<file path="src/rtl/hazard_forward_ctrl.sv">
// -----------------------------------------------------------------------------
// hazard_forward_ctrl
//
// Hazard controller for the 5-stage MIPS pipeline. It sits beside ID and keeps
// shadow records of the instructions in EX and MEM. From those records it
// produces:
//   - registered EX-stage forwarding selects (0 = regfile, 1 = MEM ALU result,
//     2 = WB write data),
//   - same-cycle stall / bubble controls for load-use and MDU-busy hazards.
//
// Ports
//   clk, reset                  rising-edge clock, synchronous active-high reset
//   ID_rs, ID_rt                source register numbers of the ID instruction
//   ID_uses_rs, ID_uses_rt      ID instruction actually reads that source
//   ID_dest, ID_reg_write       destination of the ID instruction / it writes it
//   ID_mem_read                 ID instruction is a load
//   ID_is_mdu, ID_mdu_read      ID instruction is mult/div, or mfhi/mflo
//   branch_flush                squash the ID instruction this cycle
//   Forward_in1_sel/in2_sel     registered forwarding selects for rs / rt
//   PC_write, IFID_write        low = hold PC and IF/ID
//   IDEX_flush                  insert a bubble into ID/EX
//   mdu_busy                    multiply/divide unit still busy
// -----------------------------------------------------------------------------
module hazard_forward_ctrl #(
    parameter int MDU_LATENCY = 32
) (
    input  logic       clk,
    input  logic       reset,
    input  logic [4:0] ID_rs,
    input  logic [4:0] ID_rt,
    input  logic       ID_uses_rs,
    input  logic       ID_uses_rt,
    input  logic [4:0] ID_dest,
    input  logic       ID_reg_write,
    input  logic       ID_mem_read,
    input  logic       ID_is_mdu,
    input  logic       ID_mdu_read,
    input  logic       branch_flush,
    output logic [1:0] Forward_in1_sel,
    output logic [1:0] Forward_in2_sel,
    output logic       PC_write,
    output logic       IFID_write,
    output logic       IDEX_flush,
    output logic       mdu_busy
);

    typedef enum logic [1:0] {
        ST_IDLE       = 2'd0,
        ST_LOAD_STALL = 2'd1,
        ST_MDU_WAIT   = 2'd2
    } state_t;

    // Stage records {valid, dest, reg_write, mem_read}
    logic       ex_valid_reg,     mem_valid_reg;
    logic [4:0] ex_dest_reg,      mem_dest_reg;
    logic       ex_reg_write_reg, mem_reg_write_reg;
    logic       ex_mem_read_reg;
    logic       mem_mem_read_reg;

    logic [5:0] mdu_cnt_reg, mdu_cnt_next;
    state_t     state_reg, state_next;

    logic       load_use_hazard;
    logic       mdu_hazard;
    logic       stall;
    logic       idex_flush_int;

    logic [4:0] src_num  [2];
    logic [1:0] src_uses;

    assign src_num[0] = ID_rs;
    assign src_num[1] = ID_rt;
    assign src_uses   = {ID_uses_rt, ID_uses_rs};

    // Per-source match and forwarding-select logic (index 0 = rs, 1 = rt).
    genvar gi;
    generate
        for (gi = 0; gi < 2; gi++) begin : g_src
            logic       ex_match;
            logic       mem_match;
            logic [1:0] fwd_next;
            logic [1:0] fwd_reg;

            // $0 is hardwired to zero, so it never matches a producer.
            assign ex_match  = ex_valid_reg & ex_reg_write_reg &
                               (ex_dest_reg == src_num[gi]) &
                               (src_num[gi] != 5'd0) & src_uses[gi];
            assign mem_match = mem_valid_reg & mem_reg_write_reg &
                               (mem_dest_reg == src_num[gi]) &
                               (src_num[gi] != 5'd0) & src_uses[gi];

            // Youngest producer wins; a bubbled instruction needs no forwarding.
            always_comb begin
                fwd_next = 2'd0;
                if (!idex_flush_int) begin
                    if (ex_match)
                        fwd_next = 2'd1;
                    else if (mem_match)
                        fwd_next = 2'd2;
                end
            end

            always_ff @(posedge clk) begin
                if (reset)
                    fwd_reg <= 2'd0;
                else
                    fwd_reg <= fwd_next;
            end
        end
    endgenerate

    assign Forward_in1_sel = g_src[0].fwd_reg;
    assign Forward_in2_sel = g_src[1].fwd_reg;

    // Hazard detection and pipeline controls (same-cycle combinational)
    assign load_use_hazard = (g_src[0].ex_match | g_src[1].ex_match) & ex_mem_read_reg;
    assign mdu_busy        = (mdu_cnt_reg != 6'd0);
    assign mdu_hazard      = mdu_busy & (ID_is_mdu | ID_mdu_read);
    // A squashed instruction cannot cause a hazard, so the flush overrides the stall.
    assign stall           = (load_use_hazard | mdu_hazard) & ~branch_flush;
    assign idex_flush_int  = stall | branch_flush;

    assign PC_write   = ~stall;
    assign IFID_write = ~stall;
    assign IDEX_flush = idex_flush_int;

    // Stage records: EX takes the ID instruction or a bubble, MEM follows EX.
    always_ff @(posedge clk) begin
        if (reset) begin
            ex_valid_reg      <= 1'b0;
            ex_dest_reg       <= 5'd0;
            ex_reg_write_reg  <= 1'b0;
            ex_mem_read_reg   <= 1'b0;
            mem_valid_reg     <= 1'b0;
            mem_dest_reg      <= 5'd0;
            mem_reg_write_reg <= 1'b0;
            mem_mem_read_reg  <= 1'b0;
        end else begin
            mem_valid_reg     <= ex_valid_reg;
            mem_dest_reg      <= ex_dest_reg;
            mem_reg_write_reg <= ex_reg_write_reg;
            mem_mem_read_reg  <= ex_mem_read_reg;
            if (idex_flush_int) begin
                ex_valid_reg     <= 1'b0;
                ex_dest_reg      <= 5'd0;
                ex_reg_write_reg <= 1'b0;
                ex_mem_read_reg  <= 1'b0;
            end else begin
                ex_valid_reg     <= 1'b1;
                ex_dest_reg      <= ID_dest;
                ex_reg_write_reg <= ID_reg_write;
                ex_mem_read_reg  <= ID_mem_read;
            end
        end
    end

    // MDU busy counter: reload when an MDU op actually enters EX.
    always_comb begin
        mdu_cnt_next = mdu_cnt_reg;
        if (ID_is_mdu && !idex_flush_int)
            mdu_cnt_next = 6'(MDU_LATENCY);
        else if (mdu_cnt_reg != 6'd0)
            mdu_cnt_next = mdu_cnt_reg - 6'd1;
    end

    always_ff @(posedge clk) begin
        if (reset)
            mdu_cnt_reg <= 6'd0;
        else
            mdu_cnt_reg <= mdu_cnt_next;
    end

    // Stall-cause tracker, kept for debug visibility; outputs do not use it.
    always_comb begin
        state_next = state_reg;
        case (state_reg)
            ST_IDLE: begin
                if (mdu_hazard)
                    state_next = ST_MDU_WAIT;
                else if (load_use_hazard)
                    state_next = ST_LOAD_STALL;
            end
            ST_LOAD_STALL: state_next = ST_IDLE;
            ST_MDU_WAIT: begin
                if (!mdu_hazard)
                    state_next = ST_IDLE;
            end
            default: state_next = ST_IDLE;
        endcase
    end

    always_ff @(posedge clk) begin
        if (reset)
            state_reg <= ST_IDLE;
        else
            state_reg <= state_next;
    end

endmodule

</file>
<file path="config.mk">
export PLATFORM = sky130hd
export DESIGN_NAME = hazard_forward_ctrl
export DESIGN_NICKNAME = d
export VERILOG_FILES = /design/src/rtl/hazard_forward_ctrl.sv
export SDC_FILE = /design/constraint.sdc
export NUM_CORES = 1
export LEC_CHECK = 0
export ABC_AREA = 1
export BUFFER_PORTS_ARGS = -buffer_cell sky130_fd_sc_hd__buf_2
export CAP_MARGIN = 0
export CORE_ASPECT_RATIO = 0.8
export CORE_MARGIN = 2
export CORE_UTILIZATION = 56
export CTS_CLUSTER_SIZE = 30
export DETAILED_ROUTE_END_ITERATION = 10
export GPL_ROUTABILITY_DRIVEN = 0
export PLACE_DENSITY = 0.88
export SETUP_SLACK_MARGIN = 0.4
export SLEW_MARGIN = 25
export SYNTH_ARGS = -nofsm -noshare
export SYNTH_HDL_FRONTEND = slang
export SYNTH_SLANG_ARGS = --single-unit
export TNS_END_PERCENT = 100
</file>
<file path="constraint.sdc">
create_clock -name clk -period 3 [get_ports clk]
set_clock_uncertainty 0.2 [all_clocks]
set_input_delay 0.6 -clock clk [delete_from_list [all_inputs] [get_ports clk]]
set_output_delay 0.6 -clock clk [all_outputs]
set_load 0.005 [all_outputs]
</file>
Word level (Yosys, flattened, before mapping)
Cells that the tools add are included.
- equality and inequality tests: 4
- bitwise operators: 23
- reductions and logical operators: 10
- add/sub/neg operators: 1
- mux-type cells: 7
- operators by type and width (kind ; count):
    $eq 5x5->1 ; 4
    $and 1x1->1 ; 17
    $mux 6 ; 2
    $reduce_bool 5->1 ; 2
    $reduce_bool 6->1 ; 1
    $reduce_or 3->1 ; 2
    $sub 6x1->6 const B ; 1
    $mux 2 ; 2
    $or 1x1->1 ; 4
    $reduce_or 2->1 ; 2
    $mux 1 ; 3
    $not 1->1 ; 2
    $reduce_bool 2->1 ; 1
    $logic_and 1x1->1 ; 1
    $logic_not 1->1 ; 1
- bits in registers: 25
- output and inout port bits: 8
- word-level logic and storage cells: 58
- input port bits: 24

Logic depth before layout (Yosys ltp)
- depth in word-level cells: 12
- mapped depth: 13

Worst setup path after synthesis
Ideal clock, no wire load.
- kind: input to output
- start point: in ID_rs[0]
- end point: out PC_write
- arrival: 1.457 ns
- cell stages on the path: 9
- data required time: 2.200 ns
- path buffers: 1
- setup slack: 0.743 ns
- path through: or2_1 > nor2_2 > nor2_1 > nand2_2 > nand2_1 > nand2_2 > nand2_1 > nand2_1 > buf_4
- word-level cells in the longest chain between the ends: 9
- elaborated cells on any way between the ends: 10
- classes of those cells: eq/ne (1); bitwise (8); reduce/logical (1)
- RTL lines (what ; RTL line ; RTL):
    from (decl) ; 29 ; input logic [4:0] ID_rs,
    $eq 5x5->1 ; 86 ; (ex_dest_reg == src_num[gi]) &
    $and 1x1->1 ; 85 ; assign ex_match = ex_valid_reg & ex_reg_write_reg &
    $and 1x1->1 * ; 86 ;
    $and 1x1->1 * ; 87 ; (src_num[gi] != 5'd0) & src_uses[gi];
    $or 1x1->1 * ; 116 ; assign load_use_hazard = (g_src[0].ex_match | g_src[1].ex_match) & ex_mem_read_reg;
    $and 1x1->1 * ; 116 ;
    $or 1x1->1 * ; 120 ; assign stall = (load_use_hazard | mdu_hazard) & ~branch_flush;
    $and 1x1->1 * ; 120 ;
    $not 1->1 * ; -- ;
    to (decl) ; 41 ; output logic PC_write,
Every way passes the cells marked *; elsewhere a longest branch is shown, timed or not.

Worst setup path in the final report
- start point: in ID_rs[0]
- end point: out IDEX_flush
- word-level cells in the longest chain between the ends: 9
- elaborated cells on any way between the ends: 10
- classes of those cells: eq/ne (1); bitwise (8); reduce/logical (1)
- RTL lines (what ; RTL line ; RTL):
    $eq 5x5->1 ; 86 ;
    $and 1x1->1 ; 85 ;
    $and 1x1->1 * ; 86 ;
    $and 1x1->1 * ; 87 ;
    $or 1x1->1 * ; 116 ;
    $and 1x1->1 * ; 116 ;
    $or 1x1->1 * ; 120 ;
    $and 1x1->1 * ; 120 ;
    $or 1x1->1 * ; 121 ; assign idex_flush_int = stall | branch_flush;
    to (decl) ; 43 ; output logic IDEX_flush,
Marks and branches as above.

==> run metrics <==
status=finished, final reports clean; all-layer global routing usage=19.99%; Detail Route Antenna Nets=0; Final nets=227; grt met3 use=5.234%; ANT cells=0; CTS tree=done; die area=0.002723 sq mm; initial antenna violation count=0; Reg clk slew, reported paths=0.13 ns; TritonRoute pass-1 iters=4; FF-to-FF End=ex_dest_reg[0]; DR vias/cell=4.872; fraction of final layout cells sized beyond drive strength 1=29.35%; Setup crit end kind=primary output; R2R depth=10; RSZ-0062 raised after global routing=false; Yosys warning count=0; clock latency on the worst-skew pair=0.33 ns; clock buffer depth=2; Post-Syn Instances=168; Cells after DPL=221; fin cells=226; Post-Route WL=2540 microns; power density over the cells=686.6 mW/mm^2; FF-to-FF Start=ex_dest_reg[1]; Critical Path RT=2.20 ns; Ports=32; FF-to-FF setup slack=1.08 ns; CTS buffer count=3; worst IR drop on VDD=0.5067 mV; leading cell type in the layout, fill and taps excluded=buf_2; row count=15; Syn Area/Cell=7.731 sq um; clock root buffer=clkbuf_4; dpl hpwl=2077 microns; Die W=57.84 microns; Setup Total Neg Slack=0 ns; drt first-iter violations=46; Distinct cells, synth=27; GR Util met2=34.32%; Setup Crit Path Kind=in -> out; Synth Register Bits=25; largest net degree at the start of global routing=16; most frequent cells in the layout=buf_2, inv_1, nand2_1, dfxtp_1, nor2_1; area grow syn2layout=15.41%; Min Clock Period, post-route=2.474 ns; Cell Area, Synth=0.001299 sq mm; Hold EP=mem_valid_reg; CTS H-tree lvls=1; Leak=0.7017 nW; number of fill cells=179; number of global-route vias before repair=991; Hold Path Depth=2; DRC violations left=0; # port buffers=31; final setup fails=0; CTS sink cnt=25; crit-path max FO=3; Slew @ Worst Pin=0.4554 ns; Post-Syn Nets=193; register area share after synthesis=38.54%; max reg flops=6; final hold violation count=0; grt peak-use layer=met2; Hold Crit Class=reg -> reg; Pins Over Slew Limit=0; Congestion Overflow GR=0; Hold Crit Start=ex_valid_reg; period utilization=82.45%; first-pass GRT wire length=3988 microns; Core Area=0.002177 sq mm; GR Layer Usage met1=24.49%; Peak Freq=0.4043 GHz; Max Cap Violations=0; Arr. time, crit path=1.67 ns; Slew headroom=69.60%; Initial Utilization=59.66%; Vias=1101; WL/cell=11.24 microns; Die Span Y=47.08 microns; crit path launch type=input pin
cell type report:
| type | instances | area [sq um] | area share [%] |
|---|---|---|---|
| multi-input combinational | 109 | 658.1 | 43.91 |
| tap | 25 | 31.28 | 2.087 |
| sequential | 25 | 500.5 | 33.39 |
| clock buffer | 3 | 22.52 | 1.503 |
| clock inverter | 1 | 7.507 | 0.5008 |
| inverter | 31 | 116.4 | 7.763 |
| timing repair buffer | 32 | 162.7 | 10.85 |
critical path: stages:
cell,delay [ns]
buf_2,0.12
or2_1,0.24
nor2_2,0.14
nor2_1,0.07
nand2_2,0.09
nand2_1,0.08
nand2_2,0.10
nand3_4,0.09
buf_2,0.14
cell usage after synthesis (all sizes together):
master,count,area (sq um)
or2,3,18.77
mux2i,1,10.01
nand4,2,12.51
o21ai,3,18.77
buf,2,22.52
xnor2,11,96.34
dfxtp,25,500.5
a21oi,3,15.01
nand3,8,57.56
clkbuf,1,3.750
nor4,1,6.260
a21boi,1,7.510
ha,1,12.51
inv,31,116.4
nor3,3,15.01
nor2,37,216.5
nand2,29,116.4
xor2,6,52.55
through the flow:
step | hold slack, ns | cell area, sq um | power, mW | util (%) | setup WS [ns]
5_1_grt | 0.2404 | 1499 | 1.112 | 68.85 | 0.4510
4_1_cts | 0.2334 | 1496 | 1.022 | 68.74 | 0.5122
3_5_place_dp | 0.2134 | 1459 | 0.8521 | 67.01 | 0.5453
6_report | 0.2349 | 1499 | 1.029 | 68.85 | 0.5264
3_3_place_gp | 0.2083 | 1459 | 0.8260 | 67.01 | 0.5945
2_1_floorplan | 0.2031 | 1299 | 0.7610 | - | 0.7434
power by group:
part | switching, mW | internal (mW)
Combinational | 0.256 | 0.193
Clock | 0.104 | 0.0510
Sequential | 0.0372 | 0.387
Total | 0.398 | 0.631
kinds of logic (layout without fill, tap and decap cells):
logic type                 after synthesis  after routing  synth area share [%]
adders and majority gates                1              1                0.9632
DFF                                     25             25                 38.54
xor gates and xnor gates                17             17                 11.46
AOI/OAI and AO/OA                        7              7                 3.179
and+or+nand+nor                         83             83                 34.10
muxes                                    1              1                0.7707
buffers and inverters                   34             67                 10.98
per-layer routing:
layer	share of wire [%]	routed length, microns	up-vias
met5	0	0	-
met1	44	1124	495
li1	-	-	567
met2	49	1233	33
met3	5.4	138	6
met4	1.7	42	0
worst max-delay path by stage:
stage                         from    endpoint  slack (ns)  cells after the start
global route        mdu_cnt_reg[0]  IFID_write        0.45                      9
finish                    ID_rs[0]  IDEX_flush        0.53                      9
detailed placement        ID_rt[0]  IDEX_flush        0.55                      9
global placement          ID_rs[0]  IFID_write        0.59                     10
CTS                 mdu_cnt_reg[0]  IDEX_flush        0.51                      8
floorplan                 ID_rs[0]    PC_write        0.74                      9
repair_timing:
action / CTS / global route
pin swaps: 1 / 0
hold buffers: 0 / 0
gates resized for setup: 0 / 1
buffers inserted: 1 / 0
setup endpoints to repair: 3 / 3
gates cloned: 0 / 0
hold endpoints to repair: 0 / 0
Note: power is estimated with default switching activity, not from simulation.
